--- src/rtl/enc_ssi_pkg.sv ---
// Shared types and constants for the SSI absolute-encoder master.
package enc_ssi_pkg;

  typedef enum logic [1:0] {
    ST_IDLE    = 2'd0,
    ST_SHIFT   = 2'd1,
    ST_RECOVER = 2'd2
  } ssi_state_e;

  localparam int PARITY_NONE = 0;
  localparam int PARITY_EVEN = 1;

endpackage

--- src/rtl/enc_ssi_master_if.sv ---
// Request/encoder-line/result bundle of the SSI master; clk and rst_n stay plain ports.
interface enc_ssi_master_if #(
  parameter int FRAME_BITS = 24,
  parameter int DATA_W     = 19
);
  logic                  start;
  logic                  miso;
  logic                  sck;
  logic                  cs_n;
  logic                  busy;
  logic [FRAME_BITS-1:0] frame;
  logic [DATA_W-1:0]     data;
  logic                  data_valid;
  logic                  err_ready;
  logic                  err_parity;

  modport master (
    input  start, miso,
    output sck, cs_n, busy, frame, data, data_valid, err_ready, err_parity
  );

  modport slave (
    output start, miso,
    input  sck, cs_n, busy, frame, data, data_valid, err_ready, err_parity
  );
endinterface

--- src/rtl/enc_sck_gen.sv ---
// SCK divider: registered sck level with rise/fall strobes valid in the cycle before the edge.
module enc_sck_gen #(
  parameter int CLK_DIV = 8
) (
  input  logic clk,
  input  logic rst_n,
  input  logic load_i,
  input  logic en_i,
  output logic sck_o,
  output logic rise_o,
  output logic fall_o
);
  localparam int              CW       = $clog2(CLK_DIV);
  localparam logic [CW-1:0]   CNT_LAST = CW'(CLK_DIV - 1);

  logic [CW-1:0] cnt_q, cnt_d;
  logic          sck_q, sck_d;
  logic          tick_s;

  assign tick_s = (cnt_q == CNT_LAST);
  assign rise_o = tick_s & ~sck_q;
  assign fall_o = tick_s & sck_q;
  assign sck_o  = sck_q;

  // Half-period counter; load starts a low phase, disable parks sck high.
  always_comb begin
    cnt_d = cnt_q;
    sck_d = sck_q;
    if (load_i) begin
      cnt_d = '0;
      sck_d = 1'b0;
    end else if (!en_i) begin
      cnt_d = '0;
      sck_d = 1'b1;
    end else if (tick_s) begin
      cnt_d = '0;
      sck_d = ~sck_q;
    end else begin
      cnt_d = cnt_q + CW'(1);
    end
  end

  // Divider state register.
  always_ff @(posedge clk or negedge rst_n) begin
    if (!rst_n) begin
      cnt_q <= '0;
      sck_q <= 1'b1;
    end else begin
      cnt_q <= cnt_d;
      sck_q <= sck_d;
    end
  end
endmodule

--- src/rtl/enc_ssi_master.sv ---
// SSI absolute-encoder master: clocks one frame per accepted start, extracts and
// optionally Gray-decodes the position field, checks optional even parity.
module enc_ssi_master #(
  parameter int FRAME_BITS  = 24,
  parameter int DATA_MSB    = 21,
  parameter int DATA_LSB    = 3,
  parameter int CLK_DIV     = 8,
  parameter int TIMEOUT_CYC = 64,
  parameter int GRAY        = 0,
  parameter int PARITY_EN   = 0
) (
  input logic              clk,
  input logic              rst_n,
  enc_ssi_master_if.master bus
);
  import enc_ssi_pkg::*;

  localparam int            DATA_W   = DATA_MSB - DATA_LSB + 1;
  localparam int            BW       = $clog2(FRAME_BITS);
  localparam int            RW       = $clog2(TIMEOUT_CYC + 1);
  localparam logic [BW-1:0] BIT_LAST = BW'(FRAME_BITS - 1);
  localparam logic [RW-1:0] REC_LAST = RW'(TIMEOUT_CYC - 1);

  if (DATA_MSB >= FRAME_BITS || DATA_LSB > DATA_MSB || CLK_DIV < 2 ||
      FRAME_BITS < 2 || TIMEOUT_CYC < 1) begin : g_bad_params
    $error("enc_ssi_master: illegal parameter combination");
  end

  ssi_state_e            state_q, state_d;
  logic [BW-1:0]         bit_q, bit_d;
  logic [RW-1:0]         rec_q, rec_d;
  logic [FRAME_BITS-1:0] shift_q, shift_d, frame_q, frame_d;
  logic [DATA_W-1:0]     data_q, data_d, field_s, conv_s;
  logic                  busy_q, cs_n_q, dv_q, dv_d, erdy_q, erdy_d, epar_q, epar_d;
  logic                  accept_s, done_s, sck_en_s, rise_s, fall_s, sck_s, par_ok_s;

  assign accept_s = (state_q == ST_IDLE) && bus.start && bus.miso;
  assign done_s   = (state_q == ST_SHIFT) && fall_s && (bit_q == BIT_LAST);
  // The last bit's falling strobe is suppressed so sck stays high into RECOVER.
  assign sck_en_s = (state_q == ST_SHIFT) && !done_s;
  assign par_ok_s = (PARITY_EN != PARITY_EVEN) || ((^shift_q) == 1'b0);

  enc_sck_gen #(.CLK_DIV(CLK_DIV)) u_sck_gen (
    .clk    (clk),
    .rst_n  (rst_n),
    .load_i (accept_s),
    .en_i   (sck_en_s),
    .sck_o  (sck_s),
    .rise_o (rise_s),
    .fall_o (fall_s)
  );

  // Position field extraction with optional Gray-to-binary prefix XOR from the MSB.
  always_comb begin
    field_s = shift_q[DATA_MSB:DATA_LSB];
    conv_s  = field_s;
    if (GRAY != 0) begin
      for (int i = DATA_W - 2; i >= 0; i--) begin
        conv_s[i] = conv_s[i+1] ^ field_s[i];
      end
    end else begin
      conv_s = field_s;
    end
  end

  // Next-state and result logic.
  always_comb begin
    state_d = state_q;
    bit_d   = bit_q;
    rec_d   = rec_q;
    shift_d = shift_q;
    frame_d = frame_q;
    data_d  = data_q;
    dv_d    = 1'b0;
    erdy_d  = 1'b0;
    epar_d  = 1'b0;
    case (state_q)
      ST_IDLE: begin
        if (accept_s) begin
          state_d = ST_SHIFT;
          bit_d   = '0;
        end else if (bus.start) begin
          erdy_d = 1'b1;
        end else begin
          state_d = ST_IDLE;
        end
      end
      ST_SHIFT: begin
        if (rise_s) begin
          shift_d = {shift_q[FRAME_BITS-2:0], bus.miso};
        end else begin
          shift_d = shift_q;
        end
        if (done_s) begin
          state_d = ST_RECOVER;
          rec_d   = '0;
          if (par_ok_s) begin
            frame_d = shift_q;
            data_d  = conv_s;
            dv_d    = 1'b1;
          end else begin
            epar_d = 1'b1;
          end
        end else if (fall_s) begin
          bit_d = bit_q + BW'(1);
        end else begin
          bit_d = bit_q;
        end
      end
      ST_RECOVER: begin
        if (rec_q == REC_LAST) begin
          state_d = ST_IDLE;
          rec_d   = '0;
        end else begin
          rec_d = rec_q + RW'(1);
        end
      end
      default: begin
        state_d = ST_IDLE;
      end
    endcase
  end

  // State, counters and registered outputs.
  always_ff @(posedge clk or negedge rst_n) begin
    if (!rst_n) begin
      state_q <= ST_IDLE;
      bit_q   <= '0;
      rec_q   <= '0;
      shift_q <= '0;
      frame_q <= '0;
      data_q  <= '0;
      busy_q  <= 1'b0;
      cs_n_q  <= 1'b1;
      dv_q    <= 1'b0;
      erdy_q  <= 1'b0;
      epar_q  <= 1'b0;
    end else begin
      state_q <= state_d;
      bit_q   <= bit_d;
      rec_q   <= rec_d;
      shift_q <= shift_d;
      frame_q <= frame_d;
      data_q  <= data_d;
      busy_q  <= (state_d != ST_IDLE);
      cs_n_q  <= (state_d != ST_SHIFT);
      dv_q    <= dv_d;
      erdy_q  <= erdy_d;
      epar_q  <= epar_d;
    end
  end

  assign bus.sck        = sck_s;
  assign bus.cs_n       = cs_n_q;
  assign bus.busy       = busy_q;
  assign bus.frame      = frame_q;
  assign bus.data       = data_q;
  assign bus.data_valid = dv_q;
  assign bus.err_ready  = erdy_q;
  assign bus.err_parity = epar_q;
endmodule

--- src/flat_wrapper.sv ---
// flat-port wrapper written by rule: the top's interface ports become plain ports
module enc_ssi_master_flat import enc_ssi_pkg::*;
#(
  parameter int FRAME_BITS  = 24,
  parameter int DATA_MSB    = 21,
  parameter int DATA_LSB    = 3,
  parameter int CLK_DIV     = 8,
  parameter int TIMEOUT_CYC = 64,
  parameter int GRAY        = 0,
  parameter int PARITY_EN   = 0
)
  (clk, rst_n, bus_start, bus_miso, bus_sck, bus_cs_n, bus_busy, bus_frame, bus_data, bus_data_valid, bus_err_ready, bus_err_parity);
  enc_ssi_master_if #(.FRAME_BITS(FRAME_BITS), .DATA_W(((21) - (3) + 1))) bus_i ();
  input logic clk;
  input logic rst_n;
  input wire logic [$bits(bus_i.start)-1:0] bus_start;
  input wire logic [$bits(bus_i.miso)-1:0] bus_miso;
  output wire logic [$bits(bus_i.sck)-1:0] bus_sck;
  output wire logic [$bits(bus_i.cs_n)-1:0] bus_cs_n;
  output wire logic [$bits(bus_i.busy)-1:0] bus_busy;
  output wire logic [$bits(bus_i.frame)-1:0] bus_frame;
  output wire logic [$bits(bus_i.data)-1:0] bus_data;
  output wire logic [$bits(bus_i.data_valid)-1:0] bus_data_valid;
  output wire logic [$bits(bus_i.err_ready)-1:0] bus_err_ready;
  output wire logic [$bits(bus_i.err_parity)-1:0] bus_err_parity;
  assign bus_i.start = bus_start;
  assign bus_i.miso = bus_miso;
  assign bus_sck = bus_i.sck;
  assign bus_cs_n = bus_i.cs_n;
  assign bus_busy = bus_i.busy;
  assign bus_frame = bus_i.frame;
  assign bus_data = bus_i.data;
  assign bus_data_valid = bus_i.data_valid;
  assign bus_err_ready = bus_i.err_ready;
  assign bus_err_parity = bus_i.err_parity;
  enc_ssi_master #(.FRAME_BITS(FRAME_BITS), .DATA_MSB(DATA_MSB), .DATA_LSB(DATA_LSB), .CLK_DIV(CLK_DIV), .TIMEOUT_CYC(TIMEOUT_CYC), .GRAY(GRAY), .PARITY_EN(PARITY_EN)) u_core (.clk(clk), .rst_n(rst_n), .bus(bus_i));
endmodule
--- config.mk ---
export PLATFORM = sky130hd
export DESIGN_NAME = enc_ssi_master_flat
export DESIGN_NICKNAME = d
export VERILOG_FILES = /design/src/rtl/enc_ssi_pkg.sv /design/src/rtl/enc_ssi_master_if.sv /design/src/rtl/enc_sck_gen.sv /design/src/rtl/enc_ssi_master.sv /design/src/flat_wrapper.sv
export SDC_FILE = /design/constraint.sdc
export NUM_CORES = 1
export LEC_CHECK = 0
export BUFFER_PORTS_ARGS = -buffer_cell sky130_fd_sc_hd__buf_2
export CAP_MARGIN = 0
export CORE_ASPECT_RATIO = 1.1
export CORE_MARGIN = 2
export CORE_UTILIZATION = 30
export CTS_BUF_LIST = sky130_fd_sc_hd__clkbuf_4 sky130_fd_sc_hd__clkbuf_8
export CTS_CLUSTER_DIAMETER = 60
export DETAILED_ROUTE_END_ITERATION = 8
export PLACE_DENSITY = 0.49
export REMOVE_ABC_BUFFERS = 1
export SLEW_MARGIN = 15
export SYNTH_ARGS = -nofsm -noshare
export SYNTH_HDL_FRONTEND = slang
export SYNTH_HIERARCHICAL = 1
export SYNTH_SLANG_ARGS = --single-unit
--- constraint.sdc ---
create_clock -name clk -period 2.3 [get_ports clk]
set_input_delay 0.345 -clock clk [delete_from_list [all_inputs] [get_ports clk]]
set_output_delay 0.345 -clock clk [all_outputs]
set_load 0.05 [all_outputs]
==> results of run 1 <==
routing by layer:
layer	up-vias	track usage (%)
met3	10	2.71
li1	833	-
met4	0	4.32
met2	41	14.4
met5	-	0
met1	870	13.4
worst max-delay path, delay by kind of cell (launching register included):
kind | cells | cell delay, ns
flip-flops | 1 | 0.36
multiplexers | 1 | 0.34
adder cells (fa/ha/maj) | 2 | 0.35
AND/OR/NAND/NOR | 3 | 0.50
buffers and inverters | 1 | 0.19
layout by cell type (no fill, tap or decap), types with 2 or more instances in the layout:
| cell type | synthesis | layout |
|---|---|---|
| o21ai_0 | 6 | 6 |
| buf_12 | 0 | 2 |
| or4_1 | 2 | 2 |
| a21oi_1 | 6 | 6 |
| nor4b_1 | 2 | 2 |
| mux2_1 | 28 | 28 |
| and4b_1 | 2 | 2 |
| buf_2 | 0 | 51 |
| ha_1 | 4 | 4 |
| mux2i_1 | 3 | 3 |
| nor2b_1 | 2 | 2 |
| o211ai_1 | 4 | 4 |
| o21ai_1 | 2 | 2 |
| bufinv_16 | 0 | 2 |
| dfrtp_1 | 68 | 68 |
| mux2_4 | 20 | 20 |
| nand2b_1 | 2 | 2 |
| and3b_1 | 2 | 2 |
| inv_1 | 5 | 5 |
| nand3_1 | 5 | 5 |
| clkinv_4 | 0 | 2 |
| clkbuf_8 | 0 | 9 |
| nand2_1 | 5 | 5 |
| nand4_1 | 2 | 2 |
| dfstp_2 | 2 | 2 |
| nor2_1 | 2 | 2 |
| clkinv_2 | 0 | 2 |
| or3_1 | 2 | 2 |
through the flow:
step                      instance area [um2]  cells  worst slack [ns]  util, %  hold slack, ns
after floorplan                          2910    194             0.309        -          0.0494
after global placement                   3360    368             0.476     33.7           0.404
after detailed placement                 3360    368             0.436     33.7           0.406
after CTS                                3570    383             0.429     35.8          0.0253
after global routing                     3570    383             0.284     35.8          0.0472
final                                    3570    383             0.441     35.8         0.00900
state kept, by name (all words and copies together), names as in the netlist:
register	flops
u_core/bit_q	5
u_core/bus.busy	1
u_core/bus.cs_n	1
u_core/bus.data_valid	1
u_core/bus.err_ready	1
u_core/bus.frame	24
u_core/rec_q	7
u_core/shift_q	24
u_core/state_q	2
u_core/u_sck_gen/cnt_q	3
u_core/u_sck_gen/sck_o	1
worst max path at each step:
stage                                          from                    to  slack, ns  cells after the start
after floorplan              u_core/u_sck_gen/sck_o  u_core/bus.frame[10]       0.31                      4
after global placement    u_core/u_sck_gen/cnt_q[0]  u_core/bus.frame[22]       0.48                      7
after detailed placement  u_core/u_sck_gen/cnt_q[0]  u_core/bus.frame[19]       0.44                      7
after CTS                 u_core/u_sck_gen/cnt_q[0]  u_core/bus.frame[15]       0.43                      7
after global routing      u_core/u_sck_gen/cnt_q[0]       u_core/rec_q[6]       0.28                      6
final                     u_core/u_sck_gen/cnt_q[0]  u_core/bus.frame[19]       0.44                      7
power by group through the flow:
| stage | Clock, mW | Sequential [mW] | Combinational, mW |
|---|---|---|---|
| after floorplan | 0 | 1.47 | 0.197 |
| after global placement | 0 | 1.44 | 0.337 |
| after detailed placement | 0 | 1.44 | 0.344 |
| after CTS | 1.11 | 1.41 | 0.345 |
| after global routing | 1.15 | 1.43 | 0.378 |
| final | 1.06 | 1.41 | 0.336 |
area by class of cell:
| cell class | count | share of cell area, % |
|---|---|---|
| Clock buffer | 9 | 3.47 |
| Clock inverter | 6 | 2.45 |
| Inverter | 6 | 0.630 |
| Multi-Input combinational cell | 118 | 31.7 |
| Sequential cell | 70 | 49.1 |
| Tap cell | 120 | 4.20 |
| Timing Repair Buffer | 54 | 8.47 |
cell usage after synthesis (2+ instances only):
master,count,area share [%]
nand2_1,5,0.60
o21ai_1,2,0.32
or3_1,2,0.40
nand2b_1,2,0.40
o211ai_1,4,0.97
nor4b_1,2,0.56
dfstp_2,2,1.7
or4_1,2,0.48
mux2i_1,3,0.97
nor2_1,2,0.24
and4b_1,2,0.64
dfrtp_1,68,55
a21oi_1,6,0.97
mux2_1,28,10
nand3_1,5,0.81
inv_1,5,0.60
buf_6,4,1.5
buf_4,20,4.8
o21ai_0,6,0.97
nor2b_1,2,0.40
nand4_1,2,0.40
mux2_4,20,9.7
and3b_1,2,0.56
ha_1,4,1.6
cells by family after synthesis:
logic type	Yosys count	share of synthesized area, %
buf+inv	30	7.01
xor+xnor	1	0.282
flops	70	56.5
mux	51	20.8
other cells	1	0.121
simple gates	36	8.75
fa+ha+maj	4	1.61
compound gates	25	4.92
==> metrics.csv, run 1 <==
stage;metric;value;unit
routing;Initial DRC Count;91;
sta;final setup TNS;0;ns
clock_network;Clock Path Buffers;2;
power_and_ir_drop;Flop pwr share;50.3;%
yosys;synthesis-stage register bit count;70;
critical_path;Max stage delay on crit path;0.36;ns
critical_path;critical path required time;2.52;ns
sta;max-slew violation count;0;
routing;met3 wire len;235;um
yosys;syn avg cell area;14.2;um2
clock_network;Worst-path clk slew;0.07;ns
power_and_ir_drop;Worst VDD drop;0.244;mV
critical_path;Worst R2R Start;u_core/u_sck_gen/cnt_q[0];
routing;met1 WL;2510;um
finish;layout cell share with drive strength beyond 1;37.3;%
grt;antenna violations before repair;0;
status;status;finished, final reports clean;
power_and_ir_drop;Clk pwr share;37.8;%
clock_network;H-tree levels;3;
power_and_ir_drop;Pwr Density;788;nW/um2
sta;Hold Fails Final Rpt;0;
power_and_ir_drop;Internal;2.08;mW
min_path;Min-Delay Path Class;in2async;
clock_network;hold bufs inserted after CTS;0;
power_and_ir_drop;Comb pwr share;11.9;%
grt;remaining global-route overflow;0;
routing;average vias per placed instance;4.58;
critical_path;critical path type;reg2reg;
placed_design;GP Congestion;0.721;
routing;drt total wl;5110;um
floorplanning;CORE AREA;9980;um2
critical_path;most used cell, CP;ha_1;
grt;vias in the first global route;1688;
clock_network;Post-CTS Setup Bufs;0;
critical_path;critical path arrival;2.08;ns
sta;fmax;0.538;GHz
clock_network;Resized cells post-CTS;0;
yosys;Yosys cell types;42;
clock_network;clock root buffer master;clkbuf_8;
critical_path;worst reg2reg path depth;7;
finish;# diodes;0;
finish;P&R area growth vs syn;15.1;%
placed_design;port bufs;51;
yosys;Syn Std Cell Area;3100;um2
grt;gr usage total;9.78;%
placed_design;dpl hpwl;3330;um
routing;top sig layer;met4;
finish;Reg area;1750;um2
grt;first-pass GRT wire length;8650;um
yosys;ys flop type;dfrtp_1;
sta;fin crit period;1.86;ns
sta;fin crit share;80.8;%
finish;Multi-input gate area;1130;um2
routing;Routed WL per cell;13.4;um
power_and_ir_drop;sw frac;26.3;%
finish;# fillers;980;
routing;DRC;0;
floorplanning;io pins;53;
clock_network;CTS tree;done;
yosys;ys async rst share;100;%
critical_path;Crit Path Max Fanout;25;
routing;WL met2;2270;um
floorplanning;die width;101;um
critical_path;worst-path cell chain;ha_1 > ha_1 > and2_2 > nand3b_4 > nor2_4 > buf_12 > mux2_1;
clock_network;cts bufs inserted;9;
critical_path;Crit. End Element;register;
flow_run;maxcap violations;0;
yosys;Post-synth EDFFs;0;
floorplanning;Die Footprint;11200;um2
floorplanning;Die Y;111;um
sta;RSZ-0062 raised after global routing;false;
yosys;sequential element share of the synthesized area;56.5;%
grt;largest net degree at the start of global routing;71;
clock_network;Worst-Skew Late Latency;0.34;ns
yosys;Synth Warn #;6;
routing;drt first pass iters;4;
critical_path;R2R Setup Slk;0.44;ns
routing;Vias;1754;
routing;Final ANT Viol Nets;0;
power_and_ir_drop;overall power;2.81;mW
sta;clock skew;0.0101;ns
critical_path;Worst path slowest cell;dfrtp_1;
critical_path;CP Launch Type;register;
yosys;Syn Inst Count;218;
floorplanning;Starting Density;31.1;%
critical_path;R2R Path End;u_core/bus.frame[19];
finish;fin nets;267;
power_and_ir_drop;Static Leakage;1.94;nW
power_and_ir_drop;sw power;0.739;mW
floorplanning;standard-cell rows;38;
clock_network;CTS Sinks;70;
sta;setup violators final;0;
(Power assumes the default switching activity.)
==> run 2, diff against run 1 <==
--- a/config.mk
+++ b/config.mk
@@ -13,7 +13,7 @@
 export CTS_BUF_LIST = sky130_fd_sc_hd__clkbuf_4 sky130_fd_sc_hd__clkbuf_8
 export CTS_CLUSTER_DIAMETER = 60
 export DETAILED_ROUTE_END_ITERATION = 8
-export PLACE_DENSITY = 0.49
+export PLACE_DENSITY = 0.51
 export REMOVE_ABC_BUFFERS = 1
 export SLEW_MARGIN = 15
 export SYNTH_ARGS = -nofsm -noshare
==> constraint.sdc (replaced) <==
create_clock -name clk -period 1.63 [get_ports clk]
set_input_delay 0.2445 -clock clk [delete_from_list [all_inputs] [get_ports clk]]
set_output_delay 0.2445 -clock clk [all_outputs]
set_load 0.05 [all_outputs]
==> run 2 against run 1 <==
Effect of this change:
- the flow now finishes with violations (negative setup slack)
- clock power rose by 34%
- fmax rose by 8.3%
- global-route usage rose by 0.81 points
- utilization rose by 4.1 points
- final cell count rose by 6.3%
- via count rose by 7.9%
- count of clock-buffer cells in the layout rose by 3
- largest power group unchanged
==> metrics.csv, run 2 (same netlist as run 1, synthesis figures left out) <==
stage;metric;value;unit
critical_path;Max stage delay on crit path;0.36;ns
sta;clock skew;0.00406;ns
placed_design;dpl hpwl;3630;um
critical_path;CP Launch Type;register;
placed_design;setup slack at placement;-0.170;ns
clock_network;CTS tree;done;
critical_path;delay-heaviest family, CP;simple AND/OR/NAND/NOR gates;
clock_network;H-tree levels;3;
power_and_ir_drop;Pwr Density;1040;nW/um2
finish;Multi-input gate area;1290;um2
critical_path;most used cell, CP;buf_12;
critical_path;Crit. End Element;register;
clock_network;cts bufs inserted;9;
clock_network;clock root buffer master;clkbuf_8;
grt;remaining global-route overflow;0;
sta;post-route setup slack;-0.0874;ns
finish;P&R area growth vs syn;28.2;%
finish;Reg area;1750;um2
routing;Initial DRC Count;64;
finish;fin nets;290;
clock_network;Worst-path clk slew;0.07;ns
grt;gr usage total;10.6;%
routing;drt total wl;5670;um
grt;vias in the first global route;1844;
critical_path;Worst Path Buf+Inv;2;
floorplanning;Die Footprint;11200;um2
floorplanning;standard-cell rows;38;
clock_network;Clock Path Buffers;2;
critical_path;Crit Path Max Fanout;5;
routing;drt first pass iters;4;
critical_path;worst-path cell chain;ha_2 > ha_4 > and2_4 > nand3b_4 > buf_12 > buf_12 > or3_4 > a21oi_2;
sta;setup violators final;56;
routing;DRC;0;
placed_design;GP Congestion;0.725;
routing;Vias;1893;
critical_path;critical path required time;1.90;ns
finish;# diodes;0;
floorplanning;Starting Density;31.1;%
sta;Hold Fails Final Rpt;0;
critical_path;critical path type;reg2reg;
critical_path;critical path arrival;1.99;ns
flow_run;maxcap violations;0;
sta;final setup TNS;-2.46;ns
floorplanning;Die Y;111;um
power_and_ir_drop;Static Leakage;2.11;nW
finish;Final Util;39.8;%
sta;fin crit share;105;%
floorplanning;die width;101;um
placed_design;port bufs;51;
grt;largest net degree at the start of global routing;71;
grt;first-pass GRT wire length;9290;um
routing;Final ANT Viol Nets;0;
status;status;finished with violations;
grt;antenna violations before repair;0;
sta;hold_ws;0.120;ns
finish;commonest non-fill, non-tap cell in the layout;dfrtp_1;
power_and_ir_drop;Worst VDD drop;0.433;mV
critical_path;Worst path slowest cell;dfrtp_1;
finish;layout cell share with drive strength beyond 1;52.6;%
clock_network;CTS Sinks;70;
finish;highest-count cells in the layout ignoring fill and taps;dfrtp_1 (68), buf_2 (51), mux2_4 (34);
sta;fin crit period;1.72;ns
routing;average vias per placed instance;4.65;
sta;max-slew violation count;0;
sta;fmax;0.582;GHz
routing;Routed WL per cell;13.9;um
sta;RSZ-0062 raised after global routing;true;
floorplanning;CORE AREA;9980;um2
min_path;Min-Delay Path Class;in2reg;
status;failing checks;negative setup slack;
finish;# fillers;948;
clock_network;Worst-Skew Late Latency;0.34;ns
floorplanning;io pins;53;
-- run 2: cell types whose count changed in the layout (fill, tap and decap cells not counted), moves of 2 or more --
cell	previous run	this run
o21ai_4	0	2
buf_6	0	8
a21oi_1	6	3
a21oi_2	0	3
a21boi_2	0	2
clkinv_4	2	0
o21ai_0	6	4
buf_4	1	11
mux2_4	20	34
clkbuf_8	9	11
mux2_1	28	14
ha_1	4	2
buf_12	2	6
-- run 2: worst register-to-register path, stage by stage (launching register included) --
cell	delay, ns
dfrtp_1	0.36
ha_2	0.20
ha_4	0.13
and2_4	0.14
nand3b_4	0.10
buf_12	0.15
buf_12	0.12
or3_4	0.32
a21oi_2	0.13
-- run 2: layer usage --
layer | track usage [%] | share of wire (%) | routed length, um | vias to the layer above
li1 | - | - | - | 880
met1 | 14.4 | 50 | 2810 | 954
met2 | 15.2 | 45 | 2540 | 49
met3 | 3.40 | 4.0 | 226 | 10
met4 | 4.86 | 1.7 | 98 | 0
met5 | 0 | 0 | 0 | -
-- run 2: cell type report --
cell class	count	share of cell area [%]
clock inverters	4	1.13
well taps	120	3.77
inverters	6	0.566
repair buffers	77	14.0
clock buffers	12	3.99
flip-flops and latches	70	44.1
multi-input cells	118	32.4
-- run 2: power breakdown --
group          internal, mW  total [mW]  switching [mW]  leakage, nW
registers              1.88        2.00           0.116        0.950
logic                 0.378       0.728           0.350         1.05
clock network         0.800        1.42           0.622        0.110
total                  3.06        4.15            1.09         2.11
-- run 2: worst paths after layout --
check                                          startpoint              endpoint  slack, ns  depth (start not counted)
worst max-delay path            u_core/u_sck_gen/cnt_q[0]       u_core/bit_q[4]      -0.09                          8
worst min-delay path                             bus_miso  u_core/bus.err_ready       0.12                          2
worst max register to register  u_core/u_sck_gen/cnt_q[0]       u_core/bit_q[4]      -0.09                          8
worst min register to register        u_core/bus.frame[2]   u_core/bus.frame[2]       0.49                          1
max in group asynchronous                           rst_n       u_core/bus.cs_n       0.83                          3
min in group asynchronous                           rst_n  u_core/bus.frame[21]       0.46                          3
-- run 2: timing repair --
item	4_1_cts	5_1_grt
hold endpoints to repair	68	0
pin swaps	11	7
setup buffers	4	2
hold buffers	1	0
setup endpoints to repair	41	59
resized for setup	29	17
-- run 2: stage by stage --
stage               total power [mW]  cell area (um2)  std cells
floorplan                       2.35             2910        194
global placement                2.59             3530        385
detailed placement              2.60             3530        385
CTS                             4.17             3880        405
global route                    4.39             3980        407
finish                          4.15             3980        407
==> run 3, diff against run 2 <==
==> constraint.sdc (replaced) <==
create_clock -name clk -period 1.54 [get_ports clk]
set_input_delay 0.231 -clock clk [delete_from_list [all_inputs] [get_ports clk]]
set_output_delay 0.231 -clock clk [all_outputs]
set_load 0.05 [all_outputs]
==> run 3 against run 2 <==
Effect of this change:
- the flow still finishes with violations (negative setup slack)
- sequential share of layout area grew 0.24 points
- clock power grew 8%
- wire length increased by 1.7%
- critical path depth fell by 1
- global-route usage fell by 0.14 points
- critical path type unchanged
==> metrics.csv, run 3 (same netlist as run 1, synthesis figures left out) <==
stage;metric;value;unit
floorplanning;die width;101;um
clock_network;CTS Sinks;70;
clock_network;clock root buffer master;clkbuf_8;
clock_network;CTS tree;done;
sta;RSZ-0062 raised after global routing;true;
power_and_ir_drop;Pwr Density;1120;nW/um2
routing;average vias per placed instance;4.62;
grt;gr usage total;10.4;%
placed_design;dpl hpwl;3570;um
grt;antenna violations before repair;0;
floorplanning;Starting Density;31.1;%
clock_network;Worst-Skew Late Latency;0.34;ns
floorplanning;standard-cell rows;38;
power_and_ir_drop;Worst VDD drop;0.563;mV
critical_path;worst reg2reg path depth;7;
placed_design;port bufs;51;
finish;commonest non-fill, non-tap cell in the layout;dfrtp_1;
status;failing checks;negative setup slack;
placed_design;GP Congestion;0.724;
sta;fin crit share;110;%
finish;fin nets;289;
critical_path;critical path required time;1.76;ns
critical_path;critical path type;reg2reg;
finish;Final Util;39.6;%
clock_network;cts bufs inserted;9;
grt;largest net degree at the start of global routing;71;
sta;setup violators final;63;
floorplanning;Die Y;111;um
critical_path;CP Launch Type;register;
finish;P&R area growth vs syn;27.5;%
routing;Initial DRC Count;89;
min_path;Hold Path Depth;2;
floorplanning;Die Footprint;11200;um2
sta;clock skew;0.00688;ns
routing;DRC;0;
sta;Hold Fails Final Rpt;0;
sta;hold_ws;0.103;ns
min_path;Min-Delay Path Class;in2reg;
flow_run;maxcap violations;0;
grt;remaining global-route overflow;0;
sta;post-route setup slack;-0.157;ns
clock_network;H-tree levels;3;
routing;drt first pass iters;4;
sta;fmax;0.589;GHz
sta;max-slew violation count;0;
grt;vias in the first global route;1788;
finish;layout cell share with drive strength beyond 1;51.7;%
routing;Routed WL per cell;14.2;um
routing;Final ANT Viol Nets;0;
floorplanning;io pins;53;
clock_network;Worst-path clk slew;0.07;ns
status;status;finished with violations;
finish;# diodes;0;
critical_path;Crit Path Max Fanout;15;
grt;first-pass GRT wire length;9100;um
finish;highest-count cells in the layout ignoring fill and taps;dfrtp_1 (68), buf_2 (50), mux2_4 (35);
routing;Vias;1875;
power_and_ir_drop;Static Leakage;2.10;nW
floorplanning;CORE AREA;9980;um2
routing;drt total wl;5770;um
sta;fin crit period;1.70;ns
critical_path;Crit. End Element;register;
clock_network;Clock Path Buffers;2;
critical_path;critical path arrival;1.92;ns
run 3: cell count changes in the layout (fill, tap and decap cells not counted), sizes merged:
cell / delta
clkinv: -2
clkbuf: +3
clkinvlp: +1
buf: -3
run 3: power by group:
part / leakage, nW / switching [mW] / internal (mW) / total (mW)
sequential: 0.950 / 0.127 / 1.99 / 2.12
combinational: 1.05 / 0.372 / 0.400 / 0.772
clock: 0.106 / 0.664 / 0.871 / 1.53
total: 2.10 / 1.16 / 3.26 / 4.42
run 3: stage by stage:
step | setup TNS, ns | cells | power (mW) | instance area, um2 | worst slack (ns)
CTS | -6.61 | 403 | 4.41 | 3850 | -0.182
detailed placement | -7.54 | 384 | 2.77 | 3520 | -0.217
global placement | -6.49 | 384 | 2.76 | 3520 | -0.191
finish | -7.07 | 406 | 4.42 | 3960 | -0.157
global route | -10.99 | 406 | 4.66 | 3960 | -0.233
floorplan | -14.66 | 194 | 2.49 | 2910 | -0.451
run 3: per-layer routing:
metal | track usage (%) | share of wire (%) | up-vias
met4 | 4.86 | 1.8 | 0
li1 | - | - | 886
met3 | 3.28 | 4.5 | 7
met1 | 15.2 | 48 | 936
met2 | 14.0 | 46 | 46
met5 | 0 | 0 | -
run 3: worst max-delay path, cell delays in order (launching register included):
cell and delay, ns:
dfrtp_1 0.38, ha_4 0.15, ha_4 0.12, and2_4 0.15, nand3b_4 0.10, nor2_4 0.16
buf_12 0.17, mux2_1 0.33
run 3: area by class of cell:
cell class	instances	area [um2]
sequential	70	1750
multi-input combinational	118	1270
clock buffer	13	166
timing repair buffer	76	551
tap	120	150
clock inverter	3	42.5
fill	946	6030
inverter	6	22.5
run 3: path summary, 6_finish.rpt:
path	start	end	slack, ns
max reg2reg	u_core/u_sck_gen/cnt_q[0]	u_core/bus.frame[3]	-0.16
min	bus_miso	u_core/bus.err_ready	0.10
max in group asynchronous	rst_n	u_core/u_sck_gen/sck_o	0.76
min in group asynchronous	rst_n	u_core/bus.frame[21]	0.43
min reg2reg	u_core/u_sck_gen/cnt_q[0]	u_core/u_sck_gen/cnt_q[0]	0.49
max	u_core/u_sck_gen/cnt_q[0]	u_core/bus.frame[3]	-0.16
run 3: what timing repair did:
item                                   4_1_cts  5_1_grt
cloned                                       0        1
resized for setup                           27       15
pin swaps                                   12        7
hold buffers                                 1        0
endpoints found under the hold margin       68        0
buffers inserted                             2        2
setup endpoints to repair                   65       64
